## config.mk

```make
export PLATFORM = sky130hd
export DESIGN_NAME = dmem_arbiter_flat
export DESIGN_NICKNAME = d
export VERILOG_FILES = /design/src/rtl/dmem_arbiter_if.sv /design/src/rtl/dmem_arbiter.sv /design/src/flat_wrapper.sv
export SDC_FILE = /design/constraint.sdc
export NUM_CORES = 1
export LEC_CHECK = 0
export ABC_AREA = 0
export BUFFER_PORTS_ARGS = -buffer_cell sky130_fd_sc_hd__buf_2
export CAP_MARGIN = 20
export CORE_AREA = 4 4 114 116
export CTS_CLUSTER_SIZE = 24
export DETAILED_ROUTE_END_ITERATION = 8
export DIE_AREA = 0 0 118 120
export GPL_TIMING_DRIVEN = 1
export PLACE_DENSITY_LB_ADDON = 0.12
export SLEW_MARGIN = 20
export SYNTH_ARGS = -nofsm -noshare
export SYNTH_HDL_FRONTEND = slang
export SYNTH_SLANG_ARGS = --single-unit
```

## constraint.sdc

```tcl
create_clock -name clk -period 1.55 [get_ports clk]
set_input_delay 0.0775 -clock clk [delete_from_list [all_inputs] [get_ports clk]]
set_output_delay 0.0775 -clock clk [all_outputs]
set_load 0.05 [all_outputs]
```

## src/rtl/dmem_arbiter_if.sv

```systemverilog
// dmem_arbiter_if
//   Bundles the two requester ports and the data-memory port of the dmem
//   arbiter into one interface.
//   Port 0 carries mips load/store traffic. Port 1 carries DMA/debug-loader traffic.
//   Signals:
//     m0_req/m0_we/m0_addr/m0_wdata : port 0 request (held until m0_gnt)
//     m0_gnt/m0_rvalid/m0_rdata     : port 0 accept / read-return
//     m1_*                          : same set for port 1
//     mem_we/mem_addr/mem_wdata     : dmem command
//     mem_rdata                     : dmem read data
//   Modports:
//     slave  - the arbiter's view
//     master - the requesters plus dmem (the surrounding system)
interface dmem_arbiter_if #(
    parameter int AW = 32,
    parameter int DW = 32
);
    logic          m0_req;
    logic          m0_we;
    logic [AW-1:0] m0_addr;
    logic [DW-1:0] m0_wdata;
    logic          m0_gnt;
    logic          m0_rvalid;
    logic [DW-1:0] m0_rdata;

    logic          m1_req;
    logic          m1_we;
    logic [AW-1:0] m1_addr;
    logic [DW-1:0] m1_wdata;
    logic          m1_gnt;
    logic          m1_rvalid;
    logic [DW-1:0] m1_rdata;

    logic          mem_we;
    logic [AW-1:0] mem_addr;
    logic [DW-1:0] mem_wdata;
    logic [DW-1:0] mem_rdata;

    modport slave (
        input  m0_req, m0_we, m0_addr, m0_wdata,
        input  m1_req, m1_we, m1_addr, m1_wdata,
        input  mem_rdata,
        output m0_gnt, m0_rvalid, m0_rdata,
        output m1_gnt, m1_rvalid, m1_rdata,
        output mem_we, mem_addr, mem_wdata
    );

    modport master (
        output m0_req, m0_we, m0_addr, m0_wdata,
        output m1_req, m1_we, m1_addr, m1_wdata,
        output mem_rdata,
        input  m0_gnt, m0_rvalid, m0_rdata,
        input  m1_gnt, m1_rvalid, m1_rdata,
        input  mem_we, mem_addr, mem_wdata
    );
endinterface

```

## src/rtl/dmem_arbiter.sv

```systemverilog
// dmem_arbiter
//   Shares the single dmem port between two requesters.
//   Port 0 has fixed priority. Port 1 wins once it has lost MAX_WAIT
//   consecutive contended arbitrations.
//   Writes complete in the grant cycle. Read data returns RD_LAT cycles later
//   as a one-cycle rvalid pulse on the owning port.
//   m0_gnt low acts as the CPU stall.
//   Ports:
//     clk   - clock, rising edge
//     reset - asynchronous, active-low reset
//     bus   - dmem_arbiter_if slave modport (both requesters + dmem)
module dmem_arbiter #(
    parameter int AW       = 32,
    parameter int DW       = 32,
    parameter int RD_LAT   = 1,
    parameter int MAX_WAIT = 4
) (
    input  logic           clk,
    input  logic           reset,
    dmem_arbiter_if.slave  bus
);
    localparam int CW = (RD_LAT > 1) ? $clog2(RD_LAT) : 1;
    localparam int WW = $clog2(MAX_WAIT + 1);

    typedef enum logic {IDLE, RD_WAIT} state_t;

    state_t          state, state_next;
    logic [CW-1:0]   cnt, cnt_next;
    logic            own, own_next;
    logic            pend, pend_next;
    logic [WW-1:0]   wait_cnt, wait_next;
    logic            grant_ok, sel0, sel1, sel_we;

    always_ff @(posedge clk or negedge reset) begin
        if (!reset) begin
            state    <= IDLE;
            cnt      <= '0;
            own      <= 1'b0;
            pend     <= 1'b0;
            wait_cnt <= '0;
        end else begin
            state    <= state_next;
            cnt      <= cnt_next;
            own      <= own_next;
            pend     <= pend_next;
            wait_cnt <= wait_next;
        end
    end

    // pend marks the cycle in which the outstanding read's data is on
    // mem_rdata. That cycle is always IDLE, so a fresh grant may overlap it.
    // own is only overwritten at the next clock edge, so the rvalid pulse
    // still goes to the previous owner.
    always_comb begin
        state_next    = state;
        cnt_next      = cnt;
        own_next      = own;
        pend_next     = 1'b0;
        wait_next     = wait_cnt;
        sel0          = 1'b0;
        sel1          = 1'b0;
        sel_we        = 1'b0;
        bus.m0_gnt    = 1'b0;
        bus.m1_gnt    = 1'b0;
        bus.mem_we    = 1'b0;
        bus.mem_addr  = '0;
        bus.mem_wdata = '0;

        // Gating with reset keeps the combinational grants low while reset is held.
        grant_ok = reset && (state == IDLE);

        if (grant_ok) begin
            if (bus.m0_req && !(bus.m1_req && wait_cnt == WW'(MAX_WAIT)))
                sel0 = 1'b1;
            else if (bus.m1_req)
                sel1 = 1'b1;
        end

        if (sel0) begin
            bus.m0_gnt    = 1'b1;
            bus.mem_we    = bus.m0_we;
            bus.mem_addr  = bus.m0_addr;
            bus.mem_wdata = bus.m0_wdata;
            sel_we        = bus.m0_we;
            own_next      = 1'b0;
            if (bus.m1_req && wait_cnt != WW'(MAX_WAIT))
                wait_next = wait_cnt + WW'(1);
        end else if (sel1) begin
            bus.m1_gnt    = 1'b1;
            bus.mem_we    = bus.m1_we;
            bus.mem_addr  = bus.m1_addr;
            bus.mem_wdata = bus.m1_wdata;
            sel_we        = bus.m1_we;
            own_next      = 1'b1;
            wait_next     = '0;
        end

        if ((sel0 || sel1) && !sel_we) begin
            if (RD_LAT == 1) begin
                pend_next = 1'b1;
            end else begin
                state_next = RD_WAIT;
                cnt_next   = CW'(RD_LAT - 1);
            end
        end

        // The last wait cycle hands back to IDLE. Data is then valid in the next cycle.
        if (state == RD_WAIT) begin
            if (cnt == CW'(1)) begin
                state_next = IDLE;
                pend_next  = 1'b1;
            end else begin
                cnt_next = cnt - CW'(1);
            end
        end
    end

    always_comb begin
        bus.m0_rvalid = pend && !own;
        bus.m1_rvalid = pend && own;
        bus.m0_rdata  = bus.m0_rvalid ? bus.mem_rdata : '0;
        bus.m1_rdata  = bus.m1_rvalid ? bus.mem_rdata : '0;
    end
endmodule

```

## src/flat_wrapper.sv

```systemverilog
// flat-port wrapper written by rule: the top's interface ports become plain ports
module dmem_arbiter_flat 
#(
    parameter int AW       = 32,
    parameter int DW       = 32,
    parameter int RD_LAT   = 1,
    parameter int MAX_WAIT = 4
)
  (clk, reset, bus_m0_req, bus_m0_we, bus_m0_addr, bus_m0_wdata, bus_m1_req, bus_m1_we, bus_m1_addr, bus_m1_wdata, bus_mem_rdata, bus_m0_gnt, bus_m0_rvalid, bus_m0_rdata, bus_m1_gnt, bus_m1_rvalid, bus_m1_rdata, bus_mem_we, bus_mem_addr, bus_mem_wdata);
  dmem_arbiter_if #(.AW(AW), .DW(DW)) bus_i ();
  input  logic clk;
  input  logic reset;
  input wire logic [$bits(bus_i.m0_req)-1:0] bus_m0_req;
  input wire logic [$bits(bus_i.m0_we)-1:0] bus_m0_we;
  input wire logic [$bits(bus_i.m0_addr)-1:0] bus_m0_addr;
  input wire logic [$bits(bus_i.m0_wdata)-1:0] bus_m0_wdata;
  input wire logic [$bits(bus_i.m1_req)-1:0] bus_m1_req;
  input wire logic [$bits(bus_i.m1_we)-1:0] bus_m1_we;
  input wire logic [$bits(bus_i.m1_addr)-1:0] bus_m1_addr;
  input wire logic [$bits(bus_i.m1_wdata)-1:0] bus_m1_wdata;
  input wire logic [$bits(bus_i.mem_rdata)-1:0] bus_mem_rdata;
  output wire logic [$bits(bus_i.m0_gnt)-1:0] bus_m0_gnt;
  output wire logic [$bits(bus_i.m0_rvalid)-1:0] bus_m0_rvalid;
  output wire logic [$bits(bus_i.m0_rdata)-1:0] bus_m0_rdata;
  output wire logic [$bits(bus_i.m1_gnt)-1:0] bus_m1_gnt;
  output wire logic [$bits(bus_i.m1_rvalid)-1:0] bus_m1_rvalid;
  output wire logic [$bits(bus_i.m1_rdata)-1:0] bus_m1_rdata;
  output wire logic [$bits(bus_i.mem_we)-1:0] bus_mem_we;
  output wire logic [$bits(bus_i.mem_addr)-1:0] bus_mem_addr;
  output wire logic [$bits(bus_i.mem_wdata)-1:0] bus_mem_wdata;
  assign bus_i.m0_req = bus_m0_req;
  assign bus_i.m0_we = bus_m0_we;
  assign bus_i.m0_addr = bus_m0_addr;
  assign bus_i.m0_wdata = bus_m0_wdata;
  assign bus_i.m1_req = bus_m1_req;
  assign bus_i.m1_we = bus_m1_we;
  assign bus_i.m1_addr = bus_m1_addr;
  assign bus_i.m1_wdata = bus_m1_wdata;
  assign bus_i.mem_rdata = bus_mem_rdata;
  assign bus_m0_gnt = bus_i.m0_gnt;
  assign bus_m0_rvalid = bus_i.m0_rvalid;
  assign bus_m0_rdata = bus_i.m0_rdata;
  assign bus_m1_gnt = bus_i.m1_gnt;
  assign bus_m1_rvalid = bus_i.m1_rvalid;
  assign bus_m1_rdata = bus_i.m1_rdata;
  assign bus_mem_we = bus_i.mem_we;
  assign bus_mem_addr = bus_i.mem_addr;
  assign bus_mem_wdata = bus_i.mem_wdata;
  dmem_arbiter #(.AW(AW), .DW(DW), .RD_LAT(RD_LAT), .MAX_WAIT(MAX_WAIT)) u_core (.clk(clk), .reset(reset), .bus(bus_i));
endmodule
```

## Word level (Yosys, flattened, before mapping)

Cells that the tools add are included.
Widths: inputs -> output; s select.

- Flip-flop bits (word level): 7
- Input port bits: 166
- Output and inout bits: 133
- Logic and storage cells: 51

- Add/subtract/negate cells: 2
- Equal/unequal tests: 3
- Mux-type cells: 27
- Bitwise logic cells: 1
- Reductions and logical operators: 13

Operators by type and width:

| cell | count |
|---|---|
| $mux 32 | 6 |
| $mux 1 | 18 |
| $mux 3 | 3 |
| $logic_and 1x1->1 | 7 |
| $add 3x1->3 const B | 1 |
| $eq 3x3->1 const B | 1 |
| $logic_not 1->1 | 3 |
| $ne 3x3->1 const B | 1 |
| $ne 2x2->1 const B | 1 |
| $reduce_and 2->1 | 1 |
| $reduce_bool 2->1 | 1 |
| $logic_or 1x1->1 | 1 |
| $not 1->1 | 1 |
| $sub 1x1->1 const B | 1 |

## Longest topological paths before layout

Gate-level depths: netlist (run 1).

- Word-level depth: 13
- Depth in mapped cells: 7

## Worst setup path before layout (run 1)

Ideal clock, no wire load.

- Path kind: register to output
- Start: reg u_core.own
- End: out bus_m0_rdata[10]
- Data arrival time: 1759 ps
- Setup slack: -286 ps
- Stages on the path, launching flop included: 4
- Cell sequence: dfrtp_1 -> nor2b_1 -> clkbuf_1 -> and2_1

- Longest elaborated chain between the ends: 3

RTL lines:

| element | line | source |
|---|---|---|
| start: declaration | dmem_arbiter.sv:29 | `logic own, own_next;` |
| start signal: assignment | dmem_arbiter.sv:44 | `own <= own_next;` |
| $logic_not 1->1 | dmem_arbiter.sv:119 | `bus.m0_rvalid = pend && !own;` |
| $logic_and 1x1->1 | dmem_arbiter.sv:119 |  |
| via bus_m0_rvalid | flat_wrapper.sv:23 | `output wire logic [$bits(bus_i.m0_rvalid)-1:0] bus_m0_rvalid;` |
| $mux 32 | dmem_arbiter.sv:121 | `bus.m0_rdata = bus.m0_rvalid ? bus.mem_rdata : '0;` |
| end: declaration | flat_wrapper.sv:24 | `output wire logic [$bits(bus_i.m0_rdata)-1:0] bus_m0_rdata;` |

The timed path passes the listed nets, and every way through them passes these cells.

## Worst setup path after layout (run 1)

- Start: reg u_core.wait_cnt[1]
- End: out bus_mem_addr[27]

- Longest elaborated chain between the ends: 8

RTL lines:

| element | line | source |
|---|---|---|
| start: declaration | dmem_arbiter.sv:31 | `logic [WW-1:0] wait_cnt, wait_next;` |
| start signal: assignment | dmem_arbiter.sv:46 | `wait_cnt <= wait_next;` |
| $eq 3x3->1 * | dmem_arbiter.sv:73 | `if (bus.m0_req && !(bus.m1_req && wait_cnt == WW'(MAX_WAIT)))` |
| $logic_and 1x1->1 * | dmem_arbiter.sv:73 |  |
| $logic_not 1->1 * | dmem_arbiter.sv:73 |  |
| $logic_and 1x1->1 * | dmem_arbiter.sv:73 |  |
| $mux 1 | dmem_arbiter.sv:73 |  |
| $mux 1 | dmem_arbiter.sv:72 | `if (grant_ok) begin` |
| $mux 32 | dmem_arbiter.sv:88 | `end else if (sel1) begin` |
| $mux 32 * | dmem_arbiter.sv:79 | `if (sel0) begin` |
| end: declaration | flat_wrapper.sv:29 | `output wire logic [$bits(bus_i.mem_addr)-1:0] bus_mem_addr;` |

Mark *: on every way between the ends. The rest lies on a longest branch, timed or not.

==> results, run 1 <==
- 299 I/O pins were placed.
- The detailed router finished its first iteration with 75 violations.
- The number of nets handed over by synthesis was 358.
- Setup repair after global routing could not meet its margin everywhere.
- The leakage component of the power is 2.53 nW.
- At the end of the flow, the number of nets in the layout was 668.
- After clock tree synthesis, the clock-pin slew on the worst setup and hold paths is 0.04 ns.
- The final count of hold timing violations is 0.
- The share of total power dissipated in the clock network is 17.0%.
- Registers are responsible for 8.4% of the overall power.
- The share of the Yosys chip area taken by registers is 11.6%.
- The floorplan step set the die width to 118 um.
- The worst setup path is captured at a primary output.
- In this run the remaining antenna-violating nets after routing total 0.
- The final critical-path share of the clock period is 118%.
- The total net switching power is 1.23 mW.
- The number of distinct library cells after synthesis is 24.
- The worst hold-check path type is in -> reg.
- For this design, the sink count on the clock tree is 7.
- The starting utilization of the core area is 12.7%.
- The family with the most delay on the worst path is buffers and inverters.
- 0 antenna diodes ended up in the layout.
- Of the cells placed in the final design, the portion with a size suffix greater than 1 is 82.0%.
- Derived from the worst setup path, the maximum achievable clock frequency is 0.546 GHz.
- The total of fill cells in the finished design is 1261.
- The final weighted congestion of routability-driven global placement is 0.789.
- The critical path contains buffers and inverters numbering 4 combined.
- The number of warnings reported in the yosys synthesis log is 0.
- A synthesized cell averages 7.94 sq um.
- The number of placement rows is 40.
- In the final routed layout, each cell accounts on average for 17.1 um.
- The global-route usage over all layers is 13.4%.
- The commonest register cell after synthesis is dfrtp_1.
- The data arrival at the endpoint of the critical path is 1.76 ns.
- Registers take 175 sq um.
- The max-capacitance violation count is 0.
- The highest fanout seen on the critical path is 6.
- Summed over all instances, the cell type with the most area after synthesis is a22o_1.
- Summed over its instances, the top area cell type makes up 37.2% of the synthesized netlist area.
- Summed over all layers, the global routing overflow is 0.
- The combinational share of power is 74.5%.
- The slowest stage of the critical path belongs to the cell dfrtp_1.
- The routed wire length is 11.0 mm.
- The initial antenna violation count is 0.
- The flow ran to the end, but the final reports show violations.
- In the post-synthesis netlist, the biggest area contributors are a22o_1 (37%), and2_1 (14%), and3_1 (13%), dfrtp_1 (12%), buf_6 (7.5%).
- The post-placement worst setup slack is -0.194 ns.
- The worst setup skew after layout is 0.00179 ns.
- The wire length of the first global-routing pass is 15.5 mm.
- The CTS buffer count is 3.
- Entering global routing, the biggest net connects 35 pins.
- The HPWL reported at the end of detailed placement is 8.01 mm.
- In the routed design, unresolved DRC markers number 0.
- The total count of max-transition violations in the final report is 0.
- Synthesis handed over a netlist of 190 instances.
- For the worst setup path, the data required time is 1.47 ns.
- The post-synth design cell area is 1510 sq um.
- The internal cell power is 1.33 mW.
- The slew at the pin closest to its max-slew limit is 0.282 ns.
- The count of cells along the worst hold path is 3.
- In the synthesized netlist, the cells that appear most often are a22o_1 (64), and2_1 (33), and3_1 (32).
- The iteration count of the initial detailed-routing pass is 4.
- Headroom to the max-slew limit came out at 81.2%.
- In the post-route analysis, the smallest setup slack over all paths is -0.283 ns.
- The die covers 14200 sq um.
- The later-pin clock latency in the skew report is 0.23 ns.
- Traced cell by cell, the critical path runs through inv_2, ha_4, a21boi_4, nor2_4, buf_12, clkbuf_16, a22o_4, buf_8.
- The area of combinational cells with multiple inputs is 1460 sq um.
- The setup path with the least slack is of type reg -> out.
- The worst setup path is launched from a register.
- The switching share of total power is 48.0%.
- Setup violations remaining at the end of the flow were counted as 67.
- Hold is met by 0.147 ns.
- The total via count after detailed routing is 2807.
- The count of input and output buffers is 298.
- The die span in y is 120 um.
- The checks that failed: negative setup slack.
- In the post-synthesis netlist, the cell with the most instances is a22o_1.
- The cell sitting at the root of the clock tree is a clkbuf_16.
- In the synthesized netlist the async set-or-reset flop fraction comes to 100%.
- In this run the standard cell core region covers 11900 sq um.
- The via count of the first global-routing pass is 2777.
- The longest individual stage delay on the worst path is 0.36 ns.
- The buffer depth of the longest clock path is 2.
- The number of enable-type register cells in the synthesized netlist is 0.
- The number of stages on the worst setup path is 8.
- The via density per instance is 4.35.
- The growth of design area from synthesis to finish is 186%.
- In this run the power density over the cells is 593 nW/um^2.
- CTS built an H-tree with a depth of 1.
- The cell count of the worst reg-to-reg path is 6.
- The worst path in the final design needs a cycle of 1.83 ns, including I/O delays and setup.
- The peak supply drop is 0.382 mV.
- The number of flip-flops and latches in the synthesized netlist is 7.
- The TritonCTS clock tree is built.
[routing by layer]
layer  up-vias  share of wire [%]  track usage (%)
met5         -                  0                0
met2       137                 55             26.6
met4         0                1.3             2.34
met1      1304                 38             14.4
met3        14                6.7             3.06
li1       1352                  -                -
[sequential cells by signal (all words and copies together), names as in the netlist]
register	flops
u_core.pend	1
u_core.own	1
u_core.cnt	1
u_core.state	1
u_core.wait_cnt	3
[timing repair]
item	CTS	global route
setup buffers	6	3
pin swaps	6	11
hold endpoints to repair	7	0
hold buffers	1	0
endpoints found under the setup margin	68	98
gates resized for setup	159	26
gates cloned	3	4
[cells in the final DEF, fill, tap and decap left out, drive strengths merged, types with 2 or more instances in the layout]
cell / netlist / routed
and3: 32 / 32
o21ai: 4 / 4
nor3b: 2 / 2
nor2b: 2 / 2
ha: 2 / 2
nand3: 3 / 3
dfrtp: 7 / 7
clkbuf: 10 / 8
a22o: 64 / 64
nand2: 3 / 3
nand3b: 2 / 2
and2: 33 / 33
buf: 14 / 324
nor2: 3 / 3
inv: 2 / 2
[metrics by stage]
step / utilization (%) / std cells / cell area (sq um) / setup TNS, ns / total power [mW]
floorplan: - / 190 / 1610 / -0.966 / 1.24
global placement: 27.5 / 625 / 3280 / -8.30 / 1.71
detailed placement: 27.5 / 625 / 3280 / -9.85 / 1.71
CTS: 34.3 / 639 / 4080 / -16.36 / 2.47
global route: 36.2 / 646 / 4310 / -21.37 / 2.68
finish: 36.2 / 646 / 4310 / -16.14 / 2.56
[path summary, 6_finish.rpt]
kind,start,endpoint,slack [ns]
setup / recovery,u_core.wait_cnt[1],bus_mem_addr[27],-0.28
hold / removal,bus_m0_req,u_core.wait_cnt[2],0.15
setup reg to reg,u_core.state,u_core.own,0.10
hold reg to reg,u_core.cnt,u_core.state,0.44
max in group asynchronous,reset,u_core.state,1.10
min in group asynchronous,reset,u_core.wait_cnt[0],0.32
[power by group through the flow]
stage / sequential (mW) / clock, mW / combinational [mW]
floorplan: 0.216 / 0 / 1.03
global placement: 0.215 / 0 / 1.50
finish: 0.216 / 0.435 / 1.91
detailed placement: 0.215 / 0 / 1.50
global route: 0.218 / 0.457 / 2.00
CTS: 0.215 / 0.441 / 1.81
[logic make-up after synthesis]
kind of cell / Yosys count / synth area share, %
buffers and inverters: 26 / 11.8
flip-flops: 7 / 11.6
adder cells (fa/ha/maj): 2 / 1.66
AO/OA/AOI/OAI: 73 / 41.7
AND/OR/NAND/NOR: 82 / 33.3
[layout make-up]
| cell class | instances | area share, % |
|---|---|---|
| clock buffers | 4 | 1.83 |
| inverters | 2 | 0.174 |
| multi-input cells | 157 | 33.8 |
| flip-flops and latches | 7 | 4.06 |
| well taps | 147 | 4.26 |
| repair buffers | 329 | 55.8 |
[worst reg2reg max path, stage by stage, from the launching register on]
cell      delay (ns)
dfrtp_1         0.38
nand3b_1        0.23
a31oi_4         0.25
buf_12          0.16
buf_16          0.15
buf_6           0.12
nor2_1          0.04
Power figures use the tool's default switching activity.
==> run 2: changes to the inputs <==
--- a/config.mk
+++ b/config.mk
@@ -8,10 +8,13 @@
 export ABC_AREA = 0
 export BUFFER_PORTS_ARGS = -buffer_cell sky130_fd_sc_hd__buf_2
 export CAP_MARGIN = 20
-export CORE_AREA = 4 4 114 116
+export CELL_PAD_IN_SITES_DETAIL_PLACEMENT = 2
+export CELL_PAD_IN_SITES_GLOBAL_PLACEMENT = 2
+export CORE_ASPECT_RATIO = 1.75
+export CORE_MARGIN = 4
+export CORE_UTILIZATION = 10
 export CTS_CLUSTER_SIZE = 24
 export DETAILED_ROUTE_END_ITERATION = 8
-export DIE_AREA = 0 0 118 120
 export GPL_TIMING_DRIVEN = 1
 export PLACE_DENSITY_LB_ADDON = 0.12
 export SLEW_MARGIN = 20
==> run 2 against run 1 <==
The run still ends with negative setup slack left. Via count up 8.7%. Register-to-register slack got worse by 0.06 ns. Critical path depth fell by 1. Setup slack got worse by 0.023 ns. Final cell count is 7.9% higher. Sequential cell count unchanged. Largest cell class unchanged. Largest power group unchanged. Highest routed layer unchanged.
==> results, run 2 (synthesis gave the netlist of run 1 again) <==
- The area of the die came to 17200 sq um (was 14200 sq um).
- The later-pin clock latency in the skew report is 0.24 ns (was 0.23 ns).
- The HPWL reported at the end of detailed placement is 11.3 mm (was 8.01 mm).
- The iteration count of the initial detailed-routing pass is 4 (unchanged).
- The global-route usage over all layers is 15.0% (was 13.4%).
- The die width is 101 um (was 118 um).
- The clock period minus final worst setup slack is 1.86 ns (was 1.83 ns).
- The via density per instance is 4.38 (was 4.35).
- The post-route antenna net violation count came to 0 (unchanged).
- The longest individual stage delay on the worst path is 0.39 ns (was 0.36 ns).
- The final count of hold timing violations is 0 (unchanged).
- The data arrival at the endpoint of the critical path is 1.78 ns (was 1.76 ns).
- The via count of the first global-routing pass came to 3452 (was 2777).
- The post-route worst hold slack was 0.163 ns (was 0.147 ns).
- The maximum achievable frequency was 0.539 GHz (was 0.546 GHz).
- The slew at the pin closest to its max-slew limit is 0.351 ns (was 0.282 ns).
- The total I/O pin count was 299 (unchanged).
- The worst hold-check path type is in -> reg (unchanged).
- The highest fanout seen on the critical path came to 8 (was 6).
- The endpoint class of the critical path was a primary output (unchanged).
- The clock sink count came to 7 (unchanged).
- The share of the core filled with cells is 34.0% (was 36.2%).
- The critical register-to-register path startpoint is u_core.wait_cnt[1] (was u_core.state).
- The total DRC errors in the routed layout is 0 (unchanged).
- The element type at the critical path start is a register (unchanged).
- The relative max-transition margin is 76.5% (was 81.2%).
- The final critical-path share of the clock period is 120% (was 118%).
- The number of nets in the layout is 683 (was 668).
- The worst path setup slack after routing came to -0.306 ns (was -0.283 ns).
- The most common cell after layout, fill and taps aside is buf_2 (unchanged).
- The type of the worst setup path was reg -> out (unchanged).
- The cell with the largest stage delay on the worst path is dfrtp_1 (unchanged).
- The growth of design area from synthesis to finish is 235% (was 186%).
- The peak supply drop is 0.246 mV (was 0.382 mV).
- The clock-pin slew on the worst setup and hold paths is 0.04 ns (about the same).
- The startpoint of the most critical setup path was u_core.wait_cnt[1] (unchanged).
- The initial antenna violation count was 0 (unchanged).
- The die span in y is 170 um (was 120 um).
- The routed wire length was 14.9 mm (was 11.0 mm).
- The maximum number of pins on one net before global-route repair came to 35 (unchanged).
- The count of input and output buffers is 298 (unchanged).
- The max-capacitance violation count is 0 (unchanged).
- The share of cells above drive strength 1 is 82.1% (was 82.0%).
- Status: finished with violations (unchanged).
- The starting utilization of the core area came to 10.2% (was 12.7%).
- Cells along the critical path: inv_2, ha_4, a31oi_4, buf_6, clkbuf_16, a22o_2, buf_12 (was inv_2, ha_4, a21boi_4, nor2_4, buf_12, clkbuf_16, a22o_4, buf_8).
- The TritonCTS clock tree was built (unchanged).
- The number of levels the H-tree was split into is 1 (unchanged).
- The reg2reg setup slack came to 0.04 ns (was 0.10 ns).
- The CTS buffer count was 3 (unchanged).
- The last element of the critical path is bus_mem_addr[14] (was bus_mem_addr[27]).
- The final global-route overflow total was 0 (unchanged).
- The flip-flop count of the largest register after layout was 3 (unchanged).
- The library cell used as clock root buffer is clkbuf_16 (unchanged).
- The final antenna diode count came to 0 (unchanged).
- The initial DRC count was 61 (was 75).
- The final weighted congestion of routability-driven global placement is 0.764 (was 0.789).
- RSZ-0062 raised after global routing: yes (unchanged).
- The total core area is 14800 sq um (was 11900 sq um).
- The worst setup skew after layout is 0.00183 ns (was 0.00179 ns).
- The power per unit of standard cell area is 564 nW/um^2 (was 593 nW/um^2).
- The leakage component of the power is 2.80 nW (was 2.53 nW).
- The worst endpoint required time is 1.47 ns (about the same).
- Violated checks: negative setup slack (unchanged).
- The buffer depth of the longest clock path is 2 (unchanged).
- The post-placement worst setup slack is -0.192 ns (was -0.194 ns).
- Commonest non-fill, non-tap cells in the layout: buf_2 (208), a22o_4 (42), buf_8 (35) (was buf_2 (230), a22o_2 (37), and3_1 (32)).
- The wire length of the first global-routing pass is 19.9 mm (was 15.5 mm).
- The register with the most flip-flops was u_core.wait_cnt (unchanged).
- The number of placement rows is 59 (was 40).
- The total of fill cells in the finished design came to 1674 (was 1261).
- The total count of max-transition violations in the final report is 0 (unchanged).
- The number of failing setup endpoints in the final timing report is 67 (unchanged).
- The total via count after detailed routing is 3050 (was 2807).
- The cell count of the worst reg-to-reg path is 7 (was 6).
- The per-cell routed wire length is 21.4 um (was 17.1 um).
- The capturing point of the worst reg2reg path is u_core.pend (was u_core.own).
run 2: cell count changes in the layout (fill, tap and decap cells not counted), moves of 5 or more:
cell	change
buf_2	-22
clkbuf_4	+22
a22o_4	+20
a22o_2	-19
buf_12	+17
buf_4	-16
clkbuf_16	+6
buf_8	+5
run 2: metal layers:
metal  up-vias  routed length (um)  track usage [%]
li1       1384                   -                -
met1      1431                4860             15.2
met2       227                8090             28.4
met3         8                1790             5.70
met4         0                 175             3.64
met5         -                   0                0
run 2: worst max-delay path: cells and delay by family (launching register included):
| family | cells | cell delay [ns] |
|---|---|---|
| AO/OA/AOI/OAI | 2 | 0.40 |
| adder cells (fa/ha/maj) | 1 | 0.17 |
| buffers and inverters | 4 | 0.57 |
| flip-flops | 1 | 0.39 |
run 2: per-stage QoR:
stage          power [mW]  cells  TNS [ns]  area (sq um)
2_1_floorplan        1.24    190    -0.966          1610
3_3_place_gp         1.84    662     -7.37          3550
3_5_place_dp         1.86    662     -9.71          3550
4_1_cts              2.63    681    -17.53          4370
5_1_grt              2.98    697    -23.58          5050
6_report             2.85    697    -18.65          5050
run 2: report_power, final:
group / switching, mW / internal [mW]
registers: 0.0158 / 0.201
clock network: 0.111 / 0.343
logic: 1.21 / 0.965
run 2: layout make-up:
cell class | instances | area [sq um] | share of cell area (%)
well taps | 183 | 229 | 4.54
clock buffers | 4 | 78.8 | 1.56
inverters | 2 | 7.51 | 0.149
flip-flops and latches | 7 | 175 | 3.47
multi-input cells | 157 | 1600 | 31.7
repair buffers | 344 | 2960 | 58.6
run 2: worst min-delay path by stage:
stage / start / endpoint / slack [ns] / depth (start not counted)
final: bus_m0_req / u_core.wait_cnt[2] / 0.16 / 3
after global routing: bus_m0_req / u_core.wait_cnt[2] / 0.18 / 3
after CTS: bus_m0_req / u_core.wait_cnt[2] / 0.17 / 3
after detailed placement: reset / u_core.wait_cnt[2] / -0.10 / 1
after global placement: reset / u_core.wait_cnt[2] / -0.1 / 1
after floorplan: reset / u_core.cnt / -0.22 / 0
run 2: timing repair:
action	4_1_cts	5_1_grt
gates resized for setup	148	82
pin swaps	4	16
setup endpoints to repair	68	91
gates cloned	4	11
endpoints found under the hold margin	7	0
buffers inserted	9	5
hold buffers	2	0
